--- config.mk ---
export PLATFORM = sky130hd
export DESIGN_NAME = pipe_addsub_flat
export DESIGN_NICKNAME = d
export VERILOG_FILES = /design/src/rtl/pipe_addsub_if.sv /design/src/rtl/pipe_addsub.sv /design/src/flat_wrapper.sv
export SDC_FILE = /design/constraint.sdc
export NUM_CORES = 1
export LEC_CHECK = 0
export BUFFER_PORTS_ARGS = -buffer_cell sky130_fd_sc_hd__buf_2
export CAP_MARGIN = 20
export CORE_UTILIZATION = 55
export CTS_BUF_LIST = sky130_fd_sc_hd__clkbuf_4 sky130_fd_sc_hd__clkbuf_8
export DETAILED_ROUTE_END_ITERATION = 6
export PLACE_DENSITY = 0.76
export SYNTH_ARGS = -nofsm -noshare
export SYNTH_HDL_FRONTEND = slang
export SYNTH_SLANG_ARGS = --single-unit
--- constraint.sdc ---
create_clock -name i_clk -period 4 [get_ports i_clk]
set_clock_uncertainty 0.05 [all_clocks]
set_input_delay 0.2 -clock i_clk [delete_from_list [all_inputs] [get_ports i_clk]]
set_output_delay 0.2 -clock i_clk [all_outputs]
set_load 0.02 [all_outputs]
--- src/rtl/pipe_addsub_if.sv ---
// pipe_addsub_if: operation/control inputs and result/flag outputs of pipe_addsub
// master: hazard/control side driving operands, stall and flush
// slave:  the pipelined add/sub unit
interface pipe_addsub_if #(
  parameter int len = 32
) ();
  logic           i_valid;
  logic [len-1:0] i_a;
  logic [len-1:0] i_b;
  logic           i_sub;
  logic           i_stall;
  logic           i_flush;
  logic           o_valid;
  logic [len-1:0] o_result;
  logic           o_carry;
  logic           o_overflow;
  logic           o_zero;
  modport master (
    output i_valid, i_a, i_b, i_sub, i_stall, i_flush,
    input  o_valid, o_result, o_carry, o_overflow, o_zero
  );
  modport slave (
    input  i_valid, i_a, i_b, i_sub, i_stall, i_flush,
    output o_valid, o_result, o_carry, o_overflow, o_zero
  );
endinterface

--- src/rtl/pipe_addsub.sv ---
// pipe_addsub: add/subtract with the carry chain split into `stages` registered segments
// i_clk, i_rst_n (async, active-low); bus: operands, stall/flush in, result and carry/overflow/zero flags out
module pipe_addsub #(
  parameter int len    = 32,
  parameter int stages = 4
) (
  input logic          i_clk,
  input logic          i_rst_n,
  pipe_addsub_if.slave bus
);
  localparam int s_n = stages < 1 ? 1 : stages;
  localparam int seg = len / s_n;
  localparam int l   = s_n - 1;
  if (stages < 1 || len % s_n != 0) begin : g_bad
    $error("pipe_addsub: stages must be >= 1 and divide len");
  end
  logic           adv;
  logic           kill;
  logic           valid_q;
  logic           carry_q;
  logic           overflow_q;
  logic           zero_q;
  logic [len-1:0] result_q;
  assign adv  = ~bus.i_stall;
  assign kill = bus.i_flush;
  // Stage k adds segment k; a_x/b_x keep absolute bit positions so the
  // not-yet-added upper segments shrink by one segment per stage, while
  // r_o grows by one finished result segment per stage.
  for (genvar k = 0; k < s_n; k++) begin : g_st
    logic [len-1:k*seg]     a_x;
    logic [len-1:k*seg]     b_x;
    logic                   c_x;
    logic                   v_x;
    logic [seg:0]           sum;
    logic [(k+1)*seg-1:0]   r_o;
    if (k == 0) begin : g_in
      assign a_x = bus.i_a;
      assign b_x = bus.i_sub ? ~bus.i_b : bus.i_b;
      assign c_x = bus.i_sub;
      assign v_x = bus.i_valid & ~bus.i_stall & ~bus.i_flush;
      assign r_o = sum[seg-1:0];
    end else begin : g_in
      logic [len-1:k*seg] a_q;
      logic [len-1:k*seg] b_q;
      logic [k*seg-1:0]   r_q;
      logic               c_q;
      logic               v_q;
      always_ff @(posedge i_clk or negedge i_rst_n) begin
        if (!i_rst_n) begin
          a_q <= '0;
          b_q <= '0;
          r_q <= '0;
          c_q <= 1'b0;
          v_q <= 1'b0;
        end else begin
          if (kill) v_q <= 1'b0;
          else if (adv) v_q <= g_st[k-1].v_x;
          if (adv) begin
            a_q <= g_st[k-1].a_x[len-1:k*seg];
            b_q <= g_st[k-1].b_x[len-1:k*seg];
            r_q <= g_st[k-1].r_o;
            c_q <= g_st[k-1].sum[seg];
          end
        end
      end
      assign a_x = a_q;
      assign b_x = b_q;
      assign c_x = c_q;
      assign v_x = v_q;
      assign r_o = {sum[seg-1:0], r_q};
    end
    assign sum = {1'b0, a_x[k*seg +: seg]} + {1'b0, b_x[k*seg +: seg]} + {{seg{1'b0}}, c_x};
  end
  // Result and flags only load for a valid operation, so they hold while o_valid=0.
  always_ff @(posedge i_clk or negedge i_rst_n) begin
    if (!i_rst_n) begin
      valid_q    <= 1'b0;
      result_q   <= '0;
      carry_q    <= 1'b0;
      overflow_q <= 1'b0;
      zero_q     <= 1'b0;
    end else begin
      if (kill) valid_q <= 1'b0;
      else if (adv) valid_q <= g_st[l].v_x;
      if (adv && !kill && g_st[l].v_x) begin
        result_q   <= g_st[l].r_o;
        carry_q    <= g_st[l].sum[seg];
        overflow_q <= (g_st[l].a_x[len-1] == g_st[l].b_x[len-1]) && (g_st[l].r_o[len-1] != g_st[l].a_x[len-1]);
        zero_q     <= ~|g_st[l].r_o;
      end
    end
  end
  assign bus.o_valid    = valid_q;
  assign bus.o_result   = result_q;
  assign bus.o_carry    = carry_q;
  assign bus.o_overflow = overflow_q;
  assign bus.o_zero     = zero_q;
endmodule

--- src/flat_wrapper.sv ---
// flat-port wrapper written by rule: the top's interface ports become plain ports
module pipe_addsub_flat 
#(
  parameter int len    = 32,
  parameter int stages = 4
)
  (i_clk, i_rst_n, bus_i_valid, bus_i_a, bus_i_b, bus_i_sub, bus_i_stall, bus_i_flush, bus_o_valid, bus_o_result, bus_o_carry, bus_o_overflow, bus_o_zero);
  pipe_addsub_if #(.len(len)) bus_i ();
  input logic i_clk;
  input logic i_rst_n;
  input wire logic [$bits(bus_i.i_valid)-1:0] bus_i_valid;
  input wire logic [$bits(bus_i.i_a)-1:0] bus_i_a;
  input wire logic [$bits(bus_i.i_b)-1:0] bus_i_b;
  input wire logic [$bits(bus_i.i_sub)-1:0] bus_i_sub;
  input wire logic [$bits(bus_i.i_stall)-1:0] bus_i_stall;
  input wire logic [$bits(bus_i.i_flush)-1:0] bus_i_flush;
  output wire logic [$bits(bus_i.o_valid)-1:0] bus_o_valid;
  output wire logic [$bits(bus_i.o_result)-1:0] bus_o_result;
  output wire logic [$bits(bus_i.o_carry)-1:0] bus_o_carry;
  output wire logic [$bits(bus_i.o_overflow)-1:0] bus_o_overflow;
  output wire logic [$bits(bus_i.o_zero)-1:0] bus_o_zero;
  assign bus_i.i_valid = bus_i_valid;
  assign bus_i.i_a = bus_i_a;
  assign bus_i.i_b = bus_i_b;
  assign bus_i.i_sub = bus_i_sub;
  assign bus_i.i_stall = bus_i_stall;
  assign bus_i.i_flush = bus_i_flush;
  assign bus_o_valid = bus_i.o_valid;
  assign bus_o_result = bus_i.o_result;
  assign bus_o_carry = bus_i.o_carry;
  assign bus_o_overflow = bus_i.o_overflow;
  assign bus_o_zero = bus_i.o_zero;
  pipe_addsub #(.len(len), .stages(stages)) u_core (.i_clk(i_clk), .i_rst_n(i_rst_n), .bus(bus_i));
endmodule
Yosys cells after proc, flatten, opt, wreduce, memory -nomap -nowiden

Index checks and enable logic that the tools add are counted.

Register bits: 186
Bits in latches: 0
Memory bits (writable): 0
Memory bits (read-only): 0
Input port bits: 70
Output and inout bits: 36
Memories: 0

$add $sub $neg: 8
Multipliers: 0
Div/mod/pow operators: 0
Order comparisons: 0
Equality and inequality tests: 3
Shifts and indexed selects: 0
Multiplexer cells: 9
Bitwise gates (word level): 5
Reductions and logical operators: 6

Operators by type and width:

| cell                                                             | count |
|---|---|
| 8-bit by 8-bit adder with 9-bit output                           | 4 |
| 9-bit by 1-bit adder with 9-bit output                           | 4 |
| 32-bit 2-to-1 mux                                                | 1 |
| 32-bit inverter                                                  | 1 |
| 32-bit OR reduction                                              | 1 |
| 1-bit 2-to-1 mux                                                 | 8 |
| 1-bit logical AND                                                | 3 |
| 1-bit bitwise AND                                                | 2 |
| 1-bit zero test                                                  | 2 |
| 2-bit by 1-bit != test with 1-bit output (second input constant) | 1 |
| 1-bit inverter                                                   | 2 |
| 1-bit equality test                                              | 1 |
| 1-bit != test                                                    | 1 |

Depth between registers and ports, before layout

Gate-level depths: netlist of run 1.

Word-level depth: 5
Depth in mapped cells: 10

Worst setup path before layout of run 1

No wires, ideal clock.

Path type: register -> register
Start point: reg u_core.g_st[3].g_in.c_q
End point: reg u_core.result_q[30], in the netlist u_core.bus.o_result[30]
Setup time: 0.125 ns
Arrival time: 2.266 ns
Data required time: 3.825 ns
Path slack: 1.559 ns
Cell stages (with the launch flop): 9
Cell sequence: dfrtp_1 fa_1 fa_1 a211oi_1 nor2_1 a21o_1 a211oi_1 a21oi_1 mux2_2

Cells in the longest elaborated chain, start to end: 1

Ends and longest elaborated chain:

| what                                   | RTL line          | source |
|---|---|---|
| start: declaration                     | pipe_addsub.sv:46 | `logic c_q;` |
| start signal: assignment               | pipe_addsub.sv:62 | `c_q <= g_st[k-1].sum[seg];` |
| 9-bit by 1-bit adder with 9-bit output | pipe_addsub.sv:72 | `assign sum = {1'b0, a_x[k*seg +: seg]} + {1'b0, b_x[k*seg +: seg]} + {{seg{1'b0}}, c_x};` |
| end signal: assignment                 | pipe_addsub.sv:86 | `result_q <= g_st[l].r_o;` |
| end: declaration                       | pipe_addsub.sv:23 | `logic [len-1:0] result_q;` |

No other way between the ends.
A chain may end at the register's enable or synchronous reset.

Worst setup path in the final report of run 1

Start point: reg u_core.g_st[3].g_in.c_q
End point: reg u_core.zero_q, in the netlist u_core.bus.o_zero

Cells in the longest elaborated chain, start to end: 3

Ends and longest elaborated chain:

| what                                   | RTL line          | source |
|---|---|---|
| 9-bit by 1-bit adder with 9-bit output | pipe_addsub.sv:72 |  |
| named net u_core.g_st[3].sum[1]        | pipe_addsub.sv:34 | `logic [seg:0] sum;` |
| 32-bit OR reduction                    | pipe_addsub.sv:89 | `zero_q <= ~\|g_st[l].r_o;` |
| 1-bit zero test                        | pipe_addsub.sv:89 |  |
| end signal: assignment                 | pipe_addsub.sv:89 |  |
| end: declaration                       | pipe_addsub.sv:22 | `logic zero_q;` |

The timed path passes the listed nets, and every way through them passes these cells.

==> results of run 1 <==
[kinds of logic (layout without fill, tap and decap cells)]
logic type / Yosys count / in the layout
AO/OA/AOI/OAI: 105 / 105
XOR/XNOR: 49 / 49
adder cells (fa/ha/maj): 35 / 35
buffers and inverters: 50 / 209
flip-flops: 186 / 186
multiplexers: 107 / 107
AND/OR/NAND/NOR: 183 / 183
[sequential cells by signal, summed over array words and instances (netlist names)]
name                   flops
u_core.bus.o_zero          1
u_core.g_st.g_in.v_q       3
u_core.bus.o_result       32
u_core.g_st.c_x            3
u_core.bus.o_overflow      1
u_core.g_st.a_x           48
u_core.bus.o_valid         1
u_core.g_st.g_in.r_q      48
u_core.g_st.b_x           48
u_core.bus.o_carry         1
[cells in the final DEF, fill, tap and decap left out, types with 5 or more instances in the layout]
| cell type | synthesis | layout |
|---|---|---|
| o21bai_1 | 5 | 5 |
| ha_1 | 28 | 28 |
| nor4_1 | 6 | 6 |
| o21ai_1 | 52 | 52 |
| dlygate4sd3_1 | 0 | 51 |
| inv_1 | 17 | 17 |
| nor2_1 | 16 | 15 |
| mux2i_1 | 6 | 6 |
| mux2_1 | 99 | 99 |
| xor2_1 | 11 | 11 |
| clkbuf_8 | 0 | 23 |
| dfrtp_1 | 186 | 186 |
| fa_1 | 7 | 7 |
| xnor2_1 | 38 | 38 |
| o31ai_1 | 7 | 7 |
| o21a_1 | 7 | 7 |
| a21oi_1 | 12 | 12 |
| nand2_1 | 135 | 135 |
| nor3_1 | 9 | 9 |
| buf_2 | 17 | 103 |
| a21o_1 | 6 | 6 |
[layout make-up]
class                      count  area share, %
inverter                      17          0.639
multi-input combinational    479           35.3
clock buffer                  25           3.32
clock inverter                 6          0.852
tap                          184           2.31
sequential                   186           46.6
timing repair buffer         161           11.0
[where the power goes]
part | leakage (nW) | internal (mW) | switching (mW)
Sequential | 2.30 | 2.24 | 0.242
Clock | 0.211 | 0.664 | 0.621
Combinational | 2.33 | 0.552 | 0.617
[worst reg2reg max path: cells and delay by family, from the launching register on]
family                   cells  cell delay (ns)
flip-flops                   1             0.41
AND/OR/NAND/NOR              5             1.16
AO/OA/AOI/OAI                1             0.13
adder cells (fa/ha/maj)      2             0.94
[worst max path at each step]
stage                                             endpoint  slack (ns)  cells past startpoint
CTS                          u_core.bus.o_zero$_DFFE_PN0P_        1.16                      8
detailed placement  u_core.g_st[1].g_in.r_q[6]$_DFFE_PN0N_        1.12                      9
floorplan              u_core.bus.o_result[30]$_DFFE_PN0P_        1.56                      8
global route                 u_core.bus.o_zero$_DFFE_PN0P_        1.07                      8
global placement             u_core.bus.o_zero$_DFFE_PN0P_        1.23                      8
finish                       u_core.bus.o_zero$_DFFE_PN0P_        1.22                      8
[through the flow]
step / area [µm²] / cells
6_report: 9980 / 1058
5_1_grt: 9980 / 1058
3_5_place_dp: 9060 / 976
3_3_place_gp: 9060 / 976
2_1_floorplan: 8390 / 715
4_1_cts: 9980 / 1058
[routing by layer]
| layer | up-vias | global-route usage (%) |
|---|---|---|
| met4 | 0 | 7.82 |
| met1 | 2728 | 28.9 |
| li1 | 2715 | - |
| met3 | 17 | 4.92 |
| met2 | 100 | 36.6 |
| met5 | - | 0 |
==> key figures, run 1 <==
Placed design
  – Port bufs: ~110
  – GP Congestion: 0.801
  – Setup Slack @ Placement: roughly 1.1 ns
  – Detail Placement HPWL: between 10 and 15 mm

Routing
  – # DRC: 7
  – Top sig layer: met4
  – Routed Wire Length: 15.9 mm
  – Met3 WL: roughly 500 µm
  – Met1 wire length: approximately 7.3 mm
  – Vias per inst: roughly 5.3
  – WL/cell: 15.1 µm
  – Pre-antenna DRT Iters: 7
  – DRT iter0 DRCs: between 300 and 400
  – Via Count: 5560
  – Metal2 WL: between 7 and 8 mm
  – ANT nets after route: 0

Yosys
  – Cell taking the most area after synthesis: dfrtp_1
  – Synth Area in XOR/XNOR: 5.12%
  – Synth Instances: between 700 and 800
  – Ys async rst share: 100%
  – Seq/Total Area, Yosys: between 50% and 60%
  – Syn Std Cell Area: 8390 µm²
  – Commonest cells post-synth: dfrtp_1, nand2_1, mux2_1
  – Post-Synthesis Mean Instance Area: between 10 and 15 µm²
  – Main flop type after synthesis: dfrtp_1
  – Combinational family with the most area after synthesis: multiplexers
  – Top-count cell post-synth: dfrtp_1
  – Compound-Gate Fraction of Synth Area: 7.68%
  – Adder-cell share of the synthesized area: 5.85%
  – Mux contribution to synthesized area: 14.3%
  – Unique masters post-synth: 43
  – Post-synth top area share: a little under three fifths
  – Simple-Gate Fraction of Synth Area: 8.98%
  – Synth warnings: 0
  – Yosys reg bits: 186
  – Post-synth EDFFs: 0
  – Synthesized net count: slightly above 800
  – Area contributors post-synth: dfrtp_1, mux2_1, nand2_1

Outcome
  – Status: finished with violations
  – Failing checks: DRC

Cells and area
  – Area of the multi-input gates: 3520 µm²
  – Layout cells sized above 1: between 15 and 20%
  – Final Core Density: between 60% and 70%
  – P&R area growth vs syn: 19.0%
  – Fill cells: about 1.1k
  – Register area: 4650 µm²
  – Ant diodes: 0
  – Final-stage net count: just under 1k

Timing
  – Setup slack after layout: between 1 and 1.5 ns
  – Hold Slack: 0.0400 ns
  – Part of the cycle the worst path needs: approximately 69%
  – Final Slew Violations: 0
  – Tmin final: 2.78 ns
  – Max-slew headroom: 33.7%
  – Final setup viols: 0
  – Setup_tns: 0 ns
  – Worst Tran Pin Value: between 0.9 and 1 ns
  – RSZ-0062 raised after global routing: false
  – Final Hold Viols: 0
  – Fmax: around 360 MHz

Worst setup path
  – CP max FO: 2
  – CP arrival: between 3 and 4 ns
  – Worst R2R Start: u_core.g_st[3].c_x$_DFFE_PN0N_
  – Crit. End Element: flop
  – Critical path class: flop to flop
  – Worst R2R Setup Slack: roughly 1.2 ns
  – Crit start category: flop
  – CP Data Required Time: around 4.3 ns
  – Beginning of the critical path: u_core.g_st[3].c_x$_DFFE_PN0N_
  – Reg2Reg Depth: 8
  – CP bufs+invs: 0
  – CP max stage cell: fa_1
  – Critical path's top delay family: simple AND/OR/NAND/NOR gates
  – Crit path cell chain: fa_1 > fa_1 > nor4_1 > nand4_1 > nor4_1 > and3_1 > nand4_1 > o21ai_1
  – Worst R2R End: u_core.bus.o_zero$_DFFE_PN0P_
  – Worst path max stage delay: 0.47 ns

Global route
  – GRT Residual Overflow: 0
  – Initial antenna violation count: 0
  – First-pass GRT wire length: 27.2 mm
  – Largest net degree at the start of global routing: 105
  – Tot GR Track Use: 22.2%
  – Number of global-route vias before repair: between 5k and 6k

Die
  – Standard-cell rows: between 40 and 50
  – Starting Density: between 50% and 60%
  – Ports: between 100 and 150
  – Die Ht: around 130 µm
  – Core Region: between 10000 and 15000 µm²
  – Die area: 15800 µm²
  – Chip width: 126 µm

Clock tree
  – H-Tree Level Count: 4
  – CTS max path bufs: 2
  – Inserted Clock Buffers: 17
  – Postcts setup bufs: 0
  – CTS Root Cell: clkbuf_8
  – Worst skew pair latency: 0.46 ns
  – # resized after CTS: 0
  – CTS tree: yes
  – Clk slew on worst S/H paths: 0.09 ns
  – Clk sink count: approximately 190
  – # hold bufs at CTS: approximately 50

Flow run
  – Max cap viols: 0

Power and ir drop
  – VDD IR-drop max: around 240 µV
  – Tot Pwr: just under 5 mW
  – Static leakage: 4.84 nW
  – PD cells: about 500 nW/µm²

Hold path
  – Hold Crit Start: bus_i_a[0]
  – Hold EP: u_core.g_st[1].g_in.r_q[0]$_DFFE_PN0N_
  – Worst Hold Depth: 3
  – HP Class: primary input to flop
No activity file was read; power rests on OpenSTA's default activity.
==> run 2: changes to the inputs <==
Settings changed: ABC_AREA from default to 1, PLACE_DENSITY 0.76 to 0.79.
Clock period 4 ns to 2.3 ns, I/O delays scaled along.
==> run 2 against run 1 <==
  * The run now ends clean
  * Register-to-register slack got worse by 1.0 ns
  * Synthesized cell count up 41%
  * Critical path depth stayed put
  * Critical path type unchanged
  * Largest power group unchanged
  * Sequential cell count is the same
  * Global-route usage is 1.5 points higher
  * Sequential share of layout area decreased by 2.0 points
  * Sequential power grew 63%
  * Via count rose by 23%
  * Die area up 3.6%
==> key figures, run 2 <==
Global route
  – Number of global-route vias before repair: 6603 (+15%)
  – Tot GR Track Use: 23.7% (+1.5 points)
  – Largest net degree at the start of global routing: 80 (-24%)
  – GRT Residual Overflow: 0 (unchanged)
  – First-pass GRT wire length: 30.3 mm (+12%)
  – Initial antenna violation count: 0 (unchanged)

Clock tree
  – Worst skew pair latency: 0.46 ns (about the same)
  – CTS Root Cell: clkbuf_8
  – H-Tree Level Count: 4 (unchanged)
  – Inserted Clock Buffers: 17 (unchanged)
  – Clk slew on worst S/H paths: 0.09 ns (about the same)
  – CTS tree: yes
  – Clk sink count: 186 (unchanged)
  – CTS max path bufs: 2 (unchanged)

Outcome
  – Status: finished clean

Power and ir drop
  – PD cells: 784 nW/µm² (+58%)
  – VDD IR-drop max: 386 µV (+59%)
  – Static leakage: 5.52 nW (+14%)

Die
  – Chip width: 128 µm (+1.8%)
  – Ports: 106 (unchanged)
  – Die Ht: 128 µm (+1.8%)
  – Die area: 16300 µm² (+3.6%)
  – Standard-cell rows: 45 (+2.3%)
  – Starting Density: 56.8% (-0.28 points)
  – Core Region: 15300 µm² (+4.2%)

Routing
  – Met3 WL: 603 µm (+20%)
  – Via Count: 6860 (+23%)
  – WL/cell: 12.7 µm (-16%)
  – # DRC: 0 (-7)
  – Vias per inst: 4.93 (-6.2%)
  – Met1 wire length: 8.46 mm (+15%)
  – ANT nets after route: 0 (unchanged)
  – Metal2 WL: 8.20 mm (+4.2%)
  – DRT iter0 DRCs: 459 (+45%)
  – Pre-antenna DRT Iters: 5 (-2)
  – Top sig layer: met4
  – Routed Wire Length: 17.7 mm (+11%)

Timing
  – Setup_tns: 0 ns (unchanged)
  – Tmin final: 2.08 ns (-0.702 ns)
  – Final Hold Viols: 0 (unchanged)
  – RSZ-0062 raised after global routing: false
  – Final setup viols: 0 (unchanged)
  – Part of the cycle the worst path needs: 90.3% (+21 points)
  – Fmax: 481 MHz (+34%)
  – Setup slack after layout: 0.223 ns (-0.998 ns)
  – Max-slew headroom: 53.1% (+19 points)
  – Worst Tran Pin Value: 0.703 ns (-0.292 ns)
  – Final Slew Violations: 0 (unchanged)

Worst setup path
  – Crit start category: flop
  – Worst R2R Start: u_core.g_st[3].c_x$_DFFE_PN0N_
  – CP arrival: 2.43 ns (-0.69 ns)
  – Crit. End Element: flop
  – Beginning of the critical path: u_core.g_st[3].c_x$_DFFE_PN0N_
  – Critical path class: flop to flop
  – CP Data Required Time: 2.65 ns (-1.69 ns)
  – CP max FO: 3 (+1)

Yosys
  – Ys async rst share: 100% (unchanged)
  – Top-count cell post-synth: nand2_1
  – Commonest cells post-synth: nand2_1, dfrtp_1, inv_1
  – Post-synth top area share: 53.5% (-2.0 points)
  – Cell taking the most area after synthesis: dfrtp_1
  – Synth warnings: 0 (unchanged)
  – Syn Std Cell Area: 8700 µm² (+3.7%)
  – Area contributors post-synth: dfrtp_1, nand2_1, o21ai_0
  – Seq/Total Area, Yosys: 53.5% (-2.0 points)
  – Synthesized net count: 1116 (+36%)
  – Unique masters post-synth: 31 (-28%)
  – Post-synth EDFFs: 0 (unchanged)
  – Post-Synthesis Mean Instance Area: 8.60 µm² (-27%)
  – Main flop type after synthesis: dfrtp_1
  – Synth Instances: 1011 (+41%)
  – Yosys reg bits: 186 (unchanged)

Cells and area
  – Ant diodes: 0 (unchanged)
  – Commonest non-fill, non-tap cells in the layout: nand2_1, dfrtp_1, buf_2
  – Final-stage net count: 1275 (+32%)
  – Most common cell after layout, fill and taps aside: nand2_1
  – P&R area growth vs syn: 20.1%
  – Final Core Density: 68.2% (+0.27 points)
  – Layout cells sized above 1: 14.0% (-2.6 points)
  – Fill cells: 1236 (+14%)
  – Fin cells: 1391 (+31%)

Hold path
  – HP Class: primary input to flop
  – Hold Crit Start: bus_i_a[0]

Flow run
  – Max cap viols: 0 (unchanged)

Placed design
  – Placed insts: 1296 (+33%)
  – GP Congestion: 0.854 (+6.6%)
  – Setup Slack @ Placement: 0.213 ns (-0.902 ns)
  – Detail Placement HPWL: 11.6 mm (+7.9%)
  – Port bufs: 105 (unchanged)
run 2: changes by cell type after synthesis, sizes merged, moves of 8 or more:
cell	before	now
nand2	135	405
o22ai	1	9
nand3	3	23
a21oi	12	20
o21ai	53	101
mux2	101	0
inv	17	88
xnor2	38	24
nor2	16	36
nand4	2	13
buf	19	31
run 2: cell type report:
type / instances / area, µm² / area share, %
Timing Repair Buffer: 183 / 1320 / 12.7
Clock buffer: 23 / 304 / 2.91
Clock inverter: 6 / 90.1 / 0.863
Sequential cell: 186 / 4650 / 44.6
Inverter: 88 / 333 / 3.19
Multi-Input combinational cell: 694 / 3480 / 33.3
Tap cell: 211 / 264 / 2.53
run 2: per-layer routing:
layer / GRT usage [%] / vias up
met1: 31.9 / 3167
met3: 4.55 / 35
met2: 38.0 / 155
met4: 9.27 / 0
li1: - / 3503
met5: 0 / -
run 2: cell families after synthesis:
kind of cell | after synthesis | synth area share [%]
xor+xnor | 34 | 3.42
fa+ha+maj | 35 | 5.64
flops | 186 | 53.5
compound gates | 136 | 8.57
buf+inv | 131 | 6.56
simple gates | 489 | 22.3
run 2: final timing paths:
| kind | endpoint | slack (ns) | cells after the start |
|---|---|---|---|
| setup / recovery | u_core.bus.o_zero$_DFFE_PN0P_ | 0.22 | 8 |
| hold / removal | u_core.g_st[1].g_in.r_q[0]$_DFFE_PN0N_ | 0.03 | 5 |
| setup reg to reg | u_core.bus.o_zero$_DFFE_PN0P_ | 0.22 | 8 |
| hold reg to reg | u_core.bus.o_result[24]$_DFFE_PN0P_ | 0.42 | 2 |
| max in group asynchronous | u_core.g_st[3].g_in.r_q[15]$_DFFE_PN0N_ | 1.39 | 3 |
| min in group asynchronous | u_core.g_st[1].a_x[10]$_DFFE_PN0N_ | 0.10 | 2 |
run 2: metrics by stage:
stage                     cell area [µm²]  power [mW]  hold WS, ns
after floorplan                      8700        5.37       -0.231
after global placement               9390        5.91       0.0249
after detailed placement             9390        5.98       0.0251
after CTS                           10400        8.23      0.00337
after global routing                10400        8.72       0.0213
final                               10400        8.19       0.0304
run 2: worst max-delay path: stages, from the launching register on:
cell      delay, ns
dfrtp_1        0.41
fa_1           0.50
fa_2           0.42
nand3b_1       0.19
nor2_1         0.12
nand3_1        0.08
nor2_1         0.10
nand4_1        0.08
nand2_1        0.06
run 2: timing repair:
| item | 4_1_cts | 5_1_grt |
|---|---|---|
| hold buffers | 66 | 0 |
| setup buffers | 0 | 0 |
| endpoints found under the hold margin | 244 | 0 |
| resized for setup | 0 | 1 |
| setup endpoints to repair | 0 | 1 |
run 2: where the power goes:
part           internal (mW)  total [mW]  leakage [nW]  switching, mW
registers               3.79        4.06          2.32          0.273
clock network           1.09        2.16         0.201           1.07
logic                  0.773        1.97          3.00           1.20
total                   5.65        8.19          5.52           2.54
==> run 3: changes to the inputs <==
Settings changed: CORE_MARGIN from default to 2, CORE_UTILIZATION 55 to 35, PLACE_DENSITY 0.79 to 0.53.
Clock period 2.3 ns to 1.93 ns, I/O delays scaled along.
==> run 3 against run 2 <==
  * The flow now finishes with violations (setup timing)
  * Wire length is 7.1% higher
  * Clock-buffer cell count is 4 lower
  * Hold slack worse by 0.0033 ns
  * Register-to-register slack worse by 0.26 ns
  * Global-route usage is 8.4 points lower
  * Largest cell class unchanged
  * Die area is 60% higher
  * Power is 20% higher
==> key figures, run 3 (same netlist as run 2, synthesis figures left out) <==
Global route
  – Tot GR Track Use: 15.3% (-8.4 points)
  – First-pass GRT wire length: 32.3 mm (+6.3%)
  – Number of global-route vias before repair: 6367 (-3.6%)
  – GRT Residual Overflow: 0 (unchanged)
  – Largest net degree at the start of global routing: 85 (+6.3%)
  – Initial antenna violation count: 0 (unchanged)

Clock tree
  – Inserted Clock Buffers: 17 (unchanged)
  – Clk slew on worst S/H paths: 0.09 ns (about the same)
  – Clk sink count: 186 (unchanged)
  – Worst skew pair latency: 0.45 ns (about the same)
  – H-Tree Level Count: 4 (unchanged)
  – CTS tree: yes
  – CTS max path bufs: 2 (unchanged)
  – CTS Root Cell: clkbuf_8

Cells and area
  – P&R area growth vs syn: 21.7%
  – Layout cells sized above 1: 16.0% (+2.0 points)
  – Ant diodes: 0 (unchanged)
  – Final-stage net count: 1272 (-0.24%)
  – Most common cell after layout, fill and taps aside: nand2_1
  – Commonest non-fill, non-tap cells in the layout: nand2_1, dfrtp_1, buf_2
  – Design area: 10600 µm² (+1.4%)
  – Fill cells: 2487 (+100%)
  – Final Core Density: 43.4% (-25 points)

Routing
  – Via Count: 6649 (-3.1%)
  – Routed Wire Length: 18.9 mm (+7.1%)
  – Pre-antenna DRT Iters: 4 (-1)
  – WL/cell: 12.6 µm (-0.96%)
  – DRT iter0 DRCs: 368 (-20%)
  – # DRC: 0 (unchanged)
  – ANT nets after route: 0 (unchanged)
  – Vias per inst: 4.42 (-10%)

Worst setup path
  – Crit start category: flop
  – Worst R2R Start: u_core.g_st[3].a_x[24]$_DFFE_PN0N_
  – CP max FO: 2 (-1)
  – Crit. End Element: flop
  – CP arrival: 2.31 ns (-0.12 ns)
  – Reg2Reg Depth: 8 (unchanged)
  – Worst R2R Setup Slack: -0.04 ns (-0.26 ns)
  – Critical path class: flop to flop
  – CP Data Required Time: 2.27 ns (-0.38 ns)
  – Worst R2R End: u_core.bus.o_zero$_DFFE_PN0P_

Placed design
  – Detail Placement HPWL: 13.1 mm (+13%)
  – Placed Instance Area: 9620 µm² (+2.5%)
  – Port bufs: 105 (unchanged)
  – GP Congestion: 0.794 (-7.0%)
  – Setup Slack @ Placement: -0.105 ns (-0.318 ns)

Die
  – Standard-cell rows: 57 (+27%)
  – Die area: 26100 µm² (+60%)
  – Starting Density: 35.7% (-21 points)
  – Chip width: 162 µm (+27%)
  – Core Region: 24400 µm² (+59%)
  – Die Ht: 162 µm (+27%)
  – Ports: 106 (unchanged)

Timing
  – Max-slew headroom: 64.6% (+11 points)
  – Final Slew Violations: 0 (unchanged)
  – Fmax: 508 MHz (+5.5%)
  – RSZ-0062 raised after global routing: true
  – Tmin final: 1.97 ns (-0.108 ns)
  – Setup slack after layout: -0.0394 ns (-0.262 ns)
  – Final Hold Viols: 0 (unchanged)
  – Final setup viols: 1 (+1)
  – Worst Tran Pin Value: 0.531 ns (-0.172 ns)
  – Part of the cycle the worst path needs: 102% (+12 points)

Hold path
  – Hold Crit Start: bus_i_flush
  – Worst Hold Depth: 6 (+1)
  – HP Class: primary input to flop
  – Hold EP: u_core.bus.o_result[24]$_DFFE_PN0P_

Power and ir drop
  – VDD IR-drop max: 443 µV (+15%)
  – PD cells: 931 nW/µm² (+19%)
  – Static leakage: 5.51 nW (-0.21%)

Flow run
  – Max cap viols: 0 (unchanged)

Outcome
  – Status: finished with violations
  – Failing checks: setup timing
-- run 3: report_power, final --
part	switching (mW)	total, mW	internal (mW)
Clock	1.41	2.63	1.21
Combinational	1.44	2.39	0.944
Sequential	0.330	4.84	4.51
-- run 3: critical path: stages, from the launching register on --
cell      delay, ns
dfrtp_1        0.41
fa_2           0.42
fa_2           0.40
nand3b_1       0.18
nor2_1         0.11
nand3_1        0.08
nor2_1         0.11
nand4_1        0.08
nand2_1        0.06
-- run 3: how the worst max path moves through the flow --
stage                                             from                             to  slack (ns)
global placement        u_core.g_st[3].c_x$_DFFE_PN0N_  u_core.bus.o_zero$_DFFE_PN0P_       -0.11
floorplan               u_core.g_st[3].c_x$_DFFE_PN0N_  u_core.bus.o_zero$_DFFE_PN0P_        0.02
global route        u_core.g_st[3].a_x[24]$_DFFE_PN0N_  u_core.bus.o_zero$_DFFE_PN0P_       -0.20
finish              u_core.g_st[3].a_x[24]$_DFFE_PN0N_  u_core.bus.o_zero$_DFFE_PN0P_       -0.04
detailed placement      u_core.g_st[3].c_x$_DFFE_PN0N_  u_core.bus.o_zero$_DFFE_PN0P_       -0.10
CTS                 u_core.g_st[3].a_x[24]$_DFFE_PN0N_  u_core.bus.o_zero$_DFFE_PN0P_       -0.05
-- run 3: routing by layer --
| metal | share of wire [%] | wire length, µm | GRT usage, % | up-vias |
|---|---|---|---|---|
| met5 | 0 | 0 | 0 | - |
| met4 | 0.84 | 158 | 3.62 | 0 |
| met3 | 2.7 | 515 | 2.85 | 13 |
| met2 | 43 | 8140 | 22.3 | 101 |
| met1 | 53 | 10100 | 23.4 | 3038 |
| li1 | - | - | - | 3497 |
-- run 3: timing repair --
| action | 4_1_cts | 5_1_grt |
|---|---|---|
| hold buffers | 54 | 0 |
| hold endpoints to repair | 182 | 0 |
| setup buffers | 0 | 1 |
| pin swaps | 3 | 6 |
| setup endpoints to repair | 3 | 6 |
| gates resized for setup | 4 | 10 |
-- run 3: metrics by stage --
step | total power, mW | hold slack (ns) | instances | setup TNS [ns]
2_1_floorplan | 6.40 | -0.249 | 1011 | 0
3_3_place_gp | 7.19 | 0.0723 | 1417 | -0.115
3_5_place_dp | 7.22 | 0.0722 | 1417 | -0.131
4_1_cts | 9.97 | 0.00158 | 1503 | -0.0463
5_1_grt | 10.6 | 0.0185 | 1504 | -0.199
6_report | 9.86 | 0.0271 | 1504 | -0.0394
-- run 3: layout make-up --
cell class / instances / area [µm²] / share of cell area, %
clock buffers: 19 / 255 / 2.41
clock inverters: 13 / 141 / 1.34
flip-flops and latches: 186 / 4650 / 44.0
repair buffers: 180 / 1300 / 12.3
well taps: 324 / 405 / 3.83
multi-input cells: 694 / 3500 / 33.1
inverters: 88 / 333 / 3.14
